`src/rtl/hazard_scheduler.sv`:
```
// Hazard scheduler for a five-stage MIPS-style pipeline.
// Tracks the destination/tnew records of the instructions in E, M and W,
// decides when the D-stage instruction must stall, selects the forwarding
// source for each D operand, and models the multi-cycle HI/LO unit.
module hazard_scheduler (
   input  logic       clk,
   input  logic       reset,
   input  logic [4:0] d_rs_addr,
   input  logic [4:0] d_rt_addr,
   input  logic       d_rs_used,
   input  logic       d_rt_used,
   input  logic [1:0] d_rs_tuse,
   input  logic [1:0] d_rt_tuse,
   input  logic [4:0] d_dst_addr,
   input  logic [1:0] d_tnew,
   input  logic       d_md_start,
   input  logic       d_md_div,
   input  logic       d_md_use,
   input  logic       flush,
   output logic       stall,
   output logic [1:0] fwd_rs_sel,
   output logic [1:0] fwd_rt_sel,
   output logic       md_busy
);

   // Forwarding source codes seen by the D-stage operand muxes.
   localparam logic [1:0] SEL_GRF = 2'd0;
   localparam logic [1:0] SEL_E   = 2'd1;
   localparam logic [1:0] SEL_M   = 2'd2;
   localparam logic [1:0] SEL_W   = 2'd3;

   // Latency of the HI/LO unit, counted from the edge the op leaves D.
   localparam logic [3:0] MD_MULT_CYC = 4'd5;
   localparam logic [3:0] MD_DIV_CYC  = 4'd10;

   // Pipeline records: destination register and cycles until result exists.
   logic [4:0] e_dst_q, e_dst_d;
   logic [1:0] e_tnew_q, e_tnew_d;
   logic [4:0] m_dst_q, m_dst_d;
   logic [1:0] m_tnew_q, m_tnew_d;
   logic [4:0] w_dst_q, w_dst_d;
   logic [1:0] w_tnew_q, w_tnew_d;

   // Remaining cycles of the HI/LO operation in progress.
   logic [3:0] md_cnt_q, md_cnt_d;

   // Per-source resolution results: {needs_stall, forward_select}.
   logic [2:0] rs_res;
   logic [2:0] rt_res;
   logic       md_stall;

   // Saturating decrement: a result that already exists stays at zero.
   function automatic logic [1:0] tnew_dec(input logic [1:0] t);
      return (t == 2'd0) ? 2'd0 : t - 2'd1;
   endfunction

   // True when an in-flight record writes the register this source reads.
   // Register 0 is hardwired, so it can never be a dependency.
   function automatic logic src_hit(input logic [4:0] addr,
                                    input logic       used,
                                    input logic [4:0] dst);
      return used && (addr != 5'd0) && (addr == dst);
   endfunction

   // Resolve one D operand against E, M, W with nearest-stage priority.
   // The youngest producer holds the architecturally correct value, so the
   // first hit found decides both the stall and the forwarding source.
   function automatic logic [2:0] resolve(input logic [4:0] addr,
                                          input logic       used,
                                          input logic [1:0] tuse,
                                          input logic [4:0] e_dst,
                                          input logic [1:0] e_tnew,
                                          input logic [4:0] m_dst,
                                          input logic [1:0] m_tnew,
                                          input logic [4:0] w_dst,
                                          input logic [1:0] w_tnew);
      logic       stl;
      logic [1:0] sel;
      stl = 1'b0;
      sel = SEL_GRF;
      if (src_hit(addr, used, e_dst)) begin
         stl = (e_tnew > tuse);
         sel = (e_tnew == 2'd0) ? SEL_E : SEL_GRF;
      end else if (src_hit(addr, used, m_dst)) begin
         stl = (m_tnew > tuse);
         sel = (m_tnew == 2'd0) ? SEL_M : SEL_GRF;
      end else if (src_hit(addr, used, w_dst)) begin
         stl = (w_tnew > tuse);
         sel = (w_tnew == 2'd0) ? SEL_W : SEL_GRF;
      end
      return {stl, sel};
   endfunction

   // Combinational hazard decision from the current records and D operands.
   always_comb begin
      rs_res = resolve(d_rs_addr, d_rs_used, d_rs_tuse,
                       e_dst_q, e_tnew_q, m_dst_q, m_tnew_q, w_dst_q, w_tnew_q);
      rt_res = resolve(d_rt_addr, d_rt_used, d_rt_tuse,
                       e_dst_q, e_tnew_q, m_dst_q, m_tnew_q, w_dst_q, w_tnew_q);
      // A new mult/div also waits: the unit holds only one operation.
      md_stall   = (d_md_use | d_md_start) & md_busy;
      stall      = rs_res[2] | rt_res[2] | md_stall;
      fwd_rs_sel = rs_res[1:0];
      fwd_rt_sel = rt_res[1:0];
   end

   assign md_busy = (md_cnt_q != 4'd0);

   // Next-state of the records: E takes D or a bubble, M and W always shift.
   always_comb begin
      if (flush || stall) begin
         e_dst_d  = 5'd0;
         e_tnew_d = 2'd0;
      end else begin
         e_dst_d  = d_dst_addr;
         e_tnew_d = d_tnew;
      end
      m_dst_d  = e_dst_q;
      m_tnew_d = tnew_dec(e_tnew_q);
      w_dst_d  = m_dst_q;
      w_tnew_d = tnew_dec(m_tnew_q);
   end

   // Next-state of the HI/LO countdown; flush deliberately leaves it alone
   // because an issued multiply/divide always runs to completion.
   always_comb begin
      if (!stall && d_md_start) begin
         md_cnt_d = d_md_div ? MD_DIV_CYC : MD_MULT_CYC;
      end else if (md_cnt_q != 4'd0) begin
         md_cnt_d = md_cnt_q - 4'd1;
      end else begin
         md_cnt_d = 4'd0;
      end
   end

   // Pipeline record registers, cleared by the active-low synchronous reset.
   always_ff @(posedge clk) begin
      if (!reset) begin
         e_dst_q  <= 5'd0;
         e_tnew_q <= 2'd0;
         m_dst_q  <= 5'd0;
         m_tnew_q <= 2'd0;
         w_dst_q  <= 5'd0;
         w_tnew_q <= 2'd0;
      end else begin
         e_dst_q  <= e_dst_d;
         e_tnew_q <= e_tnew_d;
         m_dst_q  <= m_dst_d;
         m_tnew_q <= m_tnew_d;
         w_dst_q  <= w_dst_d;
         w_tnew_q <= w_tnew_d;
      end
   end

   // HI/LO busy counter; reset aborts any operation in progress.
   always_ff @(posedge clk) begin
      if (!reset) begin
         md_cnt_q <= 4'd0;
      end else begin
         md_cnt_q <= md_cnt_d;
      end
   end

endmodule
```
`config.mk`:
```
export PLATFORM = sky130hd
export DESIGN_NAME = hazard_scheduler
export DESIGN_NICKNAME = d
export VERILOG_FILES = /design/src/rtl/hazard_scheduler.sv
export SDC_FILE = /design/constraint.sdc
export NUM_CORES = 1
export LEC_CHECK = 0
export CAP_MARGIN = 40
export CORE_MARGIN = 1
export CORE_UTILIZATION = 31
export DETAILED_ROUTE_END_ITERATION = 8
export GPL_TIMING_DRIVEN = 0
export PLACE_DENSITY_LB_ADDON = 0.25
export SETUP_SLACK_MARGIN = 0.1
export SYNTH_ARGS = -nofsm -noshare
export SYNTH_HDL_FRONTEND = slang
export SYNTH_SLANG_ARGS = --single-unit
```
`constraint.sdc`:
```
create_clock -name clk -period 5.2 [get_ports clk]
set_input_delay 1.04 -clock clk [delete_from_list [all_inputs] [get_ports clk]]
set_output_delay 1.04 -clock clk [all_outputs]
set_load 0.01 [all_outputs]
```
Word-level counts from Yosys, hierarchy flattened
Cells that the tools add are included.

Flip-flop bits (word level): 25. Input bits: 29. Output and inout bits: 6. Word-level logic and storage cells: 65.

Add/subtract/negate cells: 3. $lt $le $gt $ge: 6. Equal/unequal tests: 6. Mux-type cells: 18. Bitwise gates (word level): 5. Reductions and logical operators: 20.

Operators with widths (count): $eq A5 B5 Y1 (6); $mux W2 (8); $gt A2 B2 Y1 (6); $mux W4 (3); $reduce_bool A5 Y1 (2); $logic_and A1 B1 Y1 (9); $mux W1 (7); $logic_not A2 Y1 (3); $reduce_or A2 Y1 (3); $reduce_bool A4 Y1 (1); $sub A2 B1 Y2 const B (2); $sub A4 B1 Y4 const B (1); $or A1 B1 Y1 (3); $and A1 B1 Y1 (1); $logic_not A1 Y1 (1); $logic_or A1 B1 Y1 (1); $not A1 Y1 (1).

Depth between registers and ports, before layout
Word-level depth: 11. Gate-level depth with buffers: 9. Gate-level depth less buffers: 8.

Worst setup path after synthesis
Ideal clock, no wire load.

Path kind: input port to output port. Start: input d_rt_addr[1]. End: output stall. Arrival time: 2.337 ns. Data required time: 4.160 ns. Path slack: 1.823 ns. Cell stages on the path: 6. Buffers on the path: 1. Path through: or4_1 -> o21ai_2 -> a211oi_1 -> a211oi_2 -> nand4_2 -> buf_6.

Longest elaborated chain between the ends: 8. Elaborated cells between the ends (all ways): 13. Those cells by class: eq/ne: 3; mux: 3; bitwise: 2; reduce/logical: 5.

RTL lines: from (decl) (line 9) `input logic [4:0] d_rt_addr,`; $reduce_bool A5 Y1 (line 62) `return used && (addr != 5'd0) && (addr == dst);`; $logic_and A1 B1 Y1 (2 in series) (line 62); $mux W1 (line 87) `end else if (src_hit(addr, used, w_dst)) begin`; $mux W1 (line 84) `end else if (src_hit(addr, used, m_dst)) begin`; $mux W1 * (line 81) `if (src_hit(addr, used, e_dst)) begin`; $or A1 B1 Y1 * (2 in series) (line 102) `stall = rs_res[2] | rt_res[2] | md_stall;`; to (decl) (line 20) `output logic stall,`.

Mark *: on every way between the ends. The rest lies on a longest branch, timed or not.

Worst setup path in the final report
Start: input d_rs_addr[1]. End: output stall.

Longest elaborated chain between the ends: 8. Elaborated cells between the ends (all ways): 13. Those cells by class: eq/ne: 3; mux: 3; bitwise: 2; reduce/logical: 5.

RTL lines: from (decl) (line 8) `input logic [4:0] d_rs_addr,`; $reduce_bool A5 Y1 (line 62); $logic_and A1 B1 Y1 (2 in series) (line 62); $mux W1 (line 87); $mux W1 (line 84); $mux W1 * (line 81); $or A1 B1 Y1 * (2 in series) (line 102).

Marks and branches as above.

==> results.tsv <==
metric	value	unit
Setup Crit Path Kind	primary input to output port	
LEAKAGE	0.807	nW
top cells by area, synth	dfxtp_1 31%, ha_1 11%, xnor2_1 9.8%	
CP Buf/Inv Count	3	
initial antenna violation count	0	
Non-Filler Instances	289	
top cell type's share of synthesized area	0.311	
cell internal pwr	362	µW
Skew-Pair Late Insertion Delay	0.27	ns
number of nets in the layout	266	
library cells used by synthesis	38	
Setup crit start kind	primary input	
CTS tree	built	
crit-path most repeated cell	clkdlybuf4s50_1	
PostCTS Resize Cnt	0	
Die Wd	74.1	µm
Psw	174	µW
CTS sink count	25	
post-DP HPWL	2920	µm
worst stage delay on the critical path	0.57	ns
die area	0.00549	mm²
WP data required	4.16	ns
Clock power frac	0.217	
# hold bufs at CTS	0	
fin. max-slew vios	0	
Initial Util	0.332	
sequential cell fraction of total power	0.427	
layout cells sized above 1	0.0586	
via count of the routed design	1330	
DRC	0	
cell family with most CP delay	buffers and inverters	
wire per inst	12.0	µm
actual slew at the worst max-slew pin	0.601	ns
H-tree levels	1	
number of global-route vias before repair	1233	
final worst-path cycle share	0.891	
pin count of the biggest net entering global routing	16	
post-CTS setup buffers	0	
length of the first detailed-routing pass in iterations	4	
Placer Congestion	0.868	
CTS buffer count	3	
crit path cell chain	clkdlybuf4s50_1 > or4_1 > o21ai_2 > nor3_1 > nand4b_1 > nand4_2 > buf_6 > clkdlybuf4s50_1	
DIE HEIGHT	74.1	µm
fmax	216	MHz
area grow syn2layout	28.7	%
Worst VDD drop	0.186	mV
final count of negative-setup-slack endpoints	0	
initial drt markers	49	
clk buf depth	2	
status	complete, no violations	
root buffer cell	clkbuf_8	
#FFs+latches synth	25	
Hold Crit Class	register to register	
Final Hold Fails	0	
row count	25	
sequential cell area fraction in the yosys report	0.311	
global-route wire length before repair	5680	µm
combinational fraction of design power	0.357	
total I/O pin count	35	
cell taking the most area after synthesis	dfxtp_1	
time the worst path needs with I/O delays and setup	4.63	ns
worst-path fanout max	10	
Setup TNS	0	ns
routed via count divided by cell count	4.60	
port bufs	33	
core area	0.00485	mm²
slowest CP cell	or4_1	
yosys synthesis warning count	0	
power density over the cells	258	mW/mm²
crit end category	output port	
Critical Path AT	3.59	ns
Post-Synthesis Cells	185	
remaining global-route overflow	0	
max_cap viols	0	
Synthesized Nets	228	
Clock transition at path regs	0.08	ns
Max-slew headroom	0.594	
unrepaired setup endpoints after global routing	false	
Post-Syn Area	0.00161	mm²
Mean Syn Cell Area	8.70	µm²
fillers	483	
placed cells	285	
overall routing resource usage	0.136	
antenna-violating nets left	0	
drt total wl	3460	µm
Fin Clk Skew	0.00861	ns
Antenna Cells	0	
Sw Ratio	0.325	
## path summary, 6_finish.rpt
kind,startpoint,to,slack (ns),cells after the start
max,d_rs_addr[1],stall,0.57,8
min,e_tnew_q[0],m_tnew_q[0],0.42,1
max reg2reg,e_dst_q[1],md_cnt_q[2],3.28,7
min reg2reg,e_tnew_q[0],m_tnew_q[0],0.42,1
## state kept, by name, summed over array words and instances, names as in the netlist
signal,cells
e_dst_q,5
md_cnt_q,4
m_tnew_q,2
e_tnew_q,2
w_tnew_q,2
m_dst_q,5
w_dst_q,5
## synth_stat cells (all sizes together)
| cell | count |
|---|---|
| xnor2 | 18 |
| nand3b | 1 |
| mux2i | 1 |
| o211ai | 1 |
| clkbuf | 2 |
| nor3 | 3 |
| a2111o | 2 |
| or4 | 2 |
| nor2 | 19 |
| inv | 13 |
| nand4 | 2 |
| o31ai | 4 |
| and4 | 1 |
| a41o | 1 |
| dfxtp | 25 |
| o221a | 1 |
| buf | 1 |
| nand3 | 4 |
| nand4b | 1 |
| a2bb2oi | 1 |
| or3 | 1 |
| xor2 | 12 |
| ha | 14 |
| nor4 | 3 |
| a21oi | 7 |
| o21ai | 6 |
| a211oi | 2 |
| nand2b | 2 |
| nor2b | 4 |
| nand2 | 18 |
| o311ai | 1 |
| nor4b | 1 |
| and2 | 10 |
| o21a | 1 |
## cells by family (layout without fill, tap and decap cells)
| group | count (synthesis) | after routing | synth area share |
|---|---|---|---|
| mux | 1 | 1 | 0.00622 |
| simple gates | 72 | 72 | 0.228 |
| flops | 25 | 25 | 0.311 |
| compound gates | 27 | 27 | 0.141 |
| fa+ha+maj | 14 | 14 | 0.109 |
| buf+inv | 16 | 53 | 0.0420 |
| xor+xnor | 30 | 30 | 0.163 |
## layer usage
metal  part of all wire  GRT usage  wire length [µm]  vias to the layer above
met2               0.41      0.204              1420                       36
met4             0.0072     0.0321                25                        0
met1               0.55      0.208              1890                      587
met5                  0          0                 0                        -
met3              0.036     0.0149               124                        2
li1                   -          -                 -                      705
## power by group through the flow
stage	registers (mW)	logic, mW	clock network [mW]
3_3_place_gp	0.233	0.191	0
3_5_place_dp	0.233	0.192	0
5_1_grt	0.232	0.214	0.128
2_1_floorplan	0.228	0.123	0
4_1_cts	0.229	0.194	0.120
6_report	0.229	0.191	0.116
## area by class of cell
type | count | area, µm² | area share
clock buffers | 3 | 41.3 | 0.0199
multi-input cells | 144 | 1040 | 0.503
inverters | 13 | 48.8 | 0.0235
plain buffers | 3 | 18.8 | 0.00905
repair buffers | 33 | 330 | 0.159
clock inverters | 1 | 7.51 | 0.00362
flip-flops and latches | 25 | 500 | 0.241
well taps | 67 | 83.8 | 0.0404
## cells in the final DEF (no fill, tap or decap), types with 3 or more instances in the layout
cell,Yosys,routed
clkbuf_8,0,3
xor2_1,12,12
nor2b_1,4,4
nor3_1,3,3
nor2_1,19,19
and2_1,10,10
ha_1,14,14
nand2_1,18,18
nand3_1,4,4
xnor2_1,18,18
a21oi_1,7,7
o21ai_0,4,4
dfxtp_1,25,25
nor4_1,3,3
clkdlybuf4s50_1,0,33
inv_1,13,13
## through the flow
stage / setup WS (ns) / total power [mW] / hold slack, ns / util / area [µm²]
3_5_place_dp: 0.584 / 0.425 / 0.412 / 0.418 / 2020
2_1_floorplan: 1.82 / 0.351 / 0.391 / - / 1610
5_1_grt: 0.458 / 0.574 / 0.450 / 0.428 / 2070
6_report: 0.568 / 0.536 / 0.424 / 0.428 / 2070
3_3_place_gp: 0.526 / 0.424 / 0.416 / 0.418 / 2020
4_1_cts: 0.574 / 0.542 / 0.425 / 0.428 / 2070
Note: power is estimated with default switching activity, not from simulation.
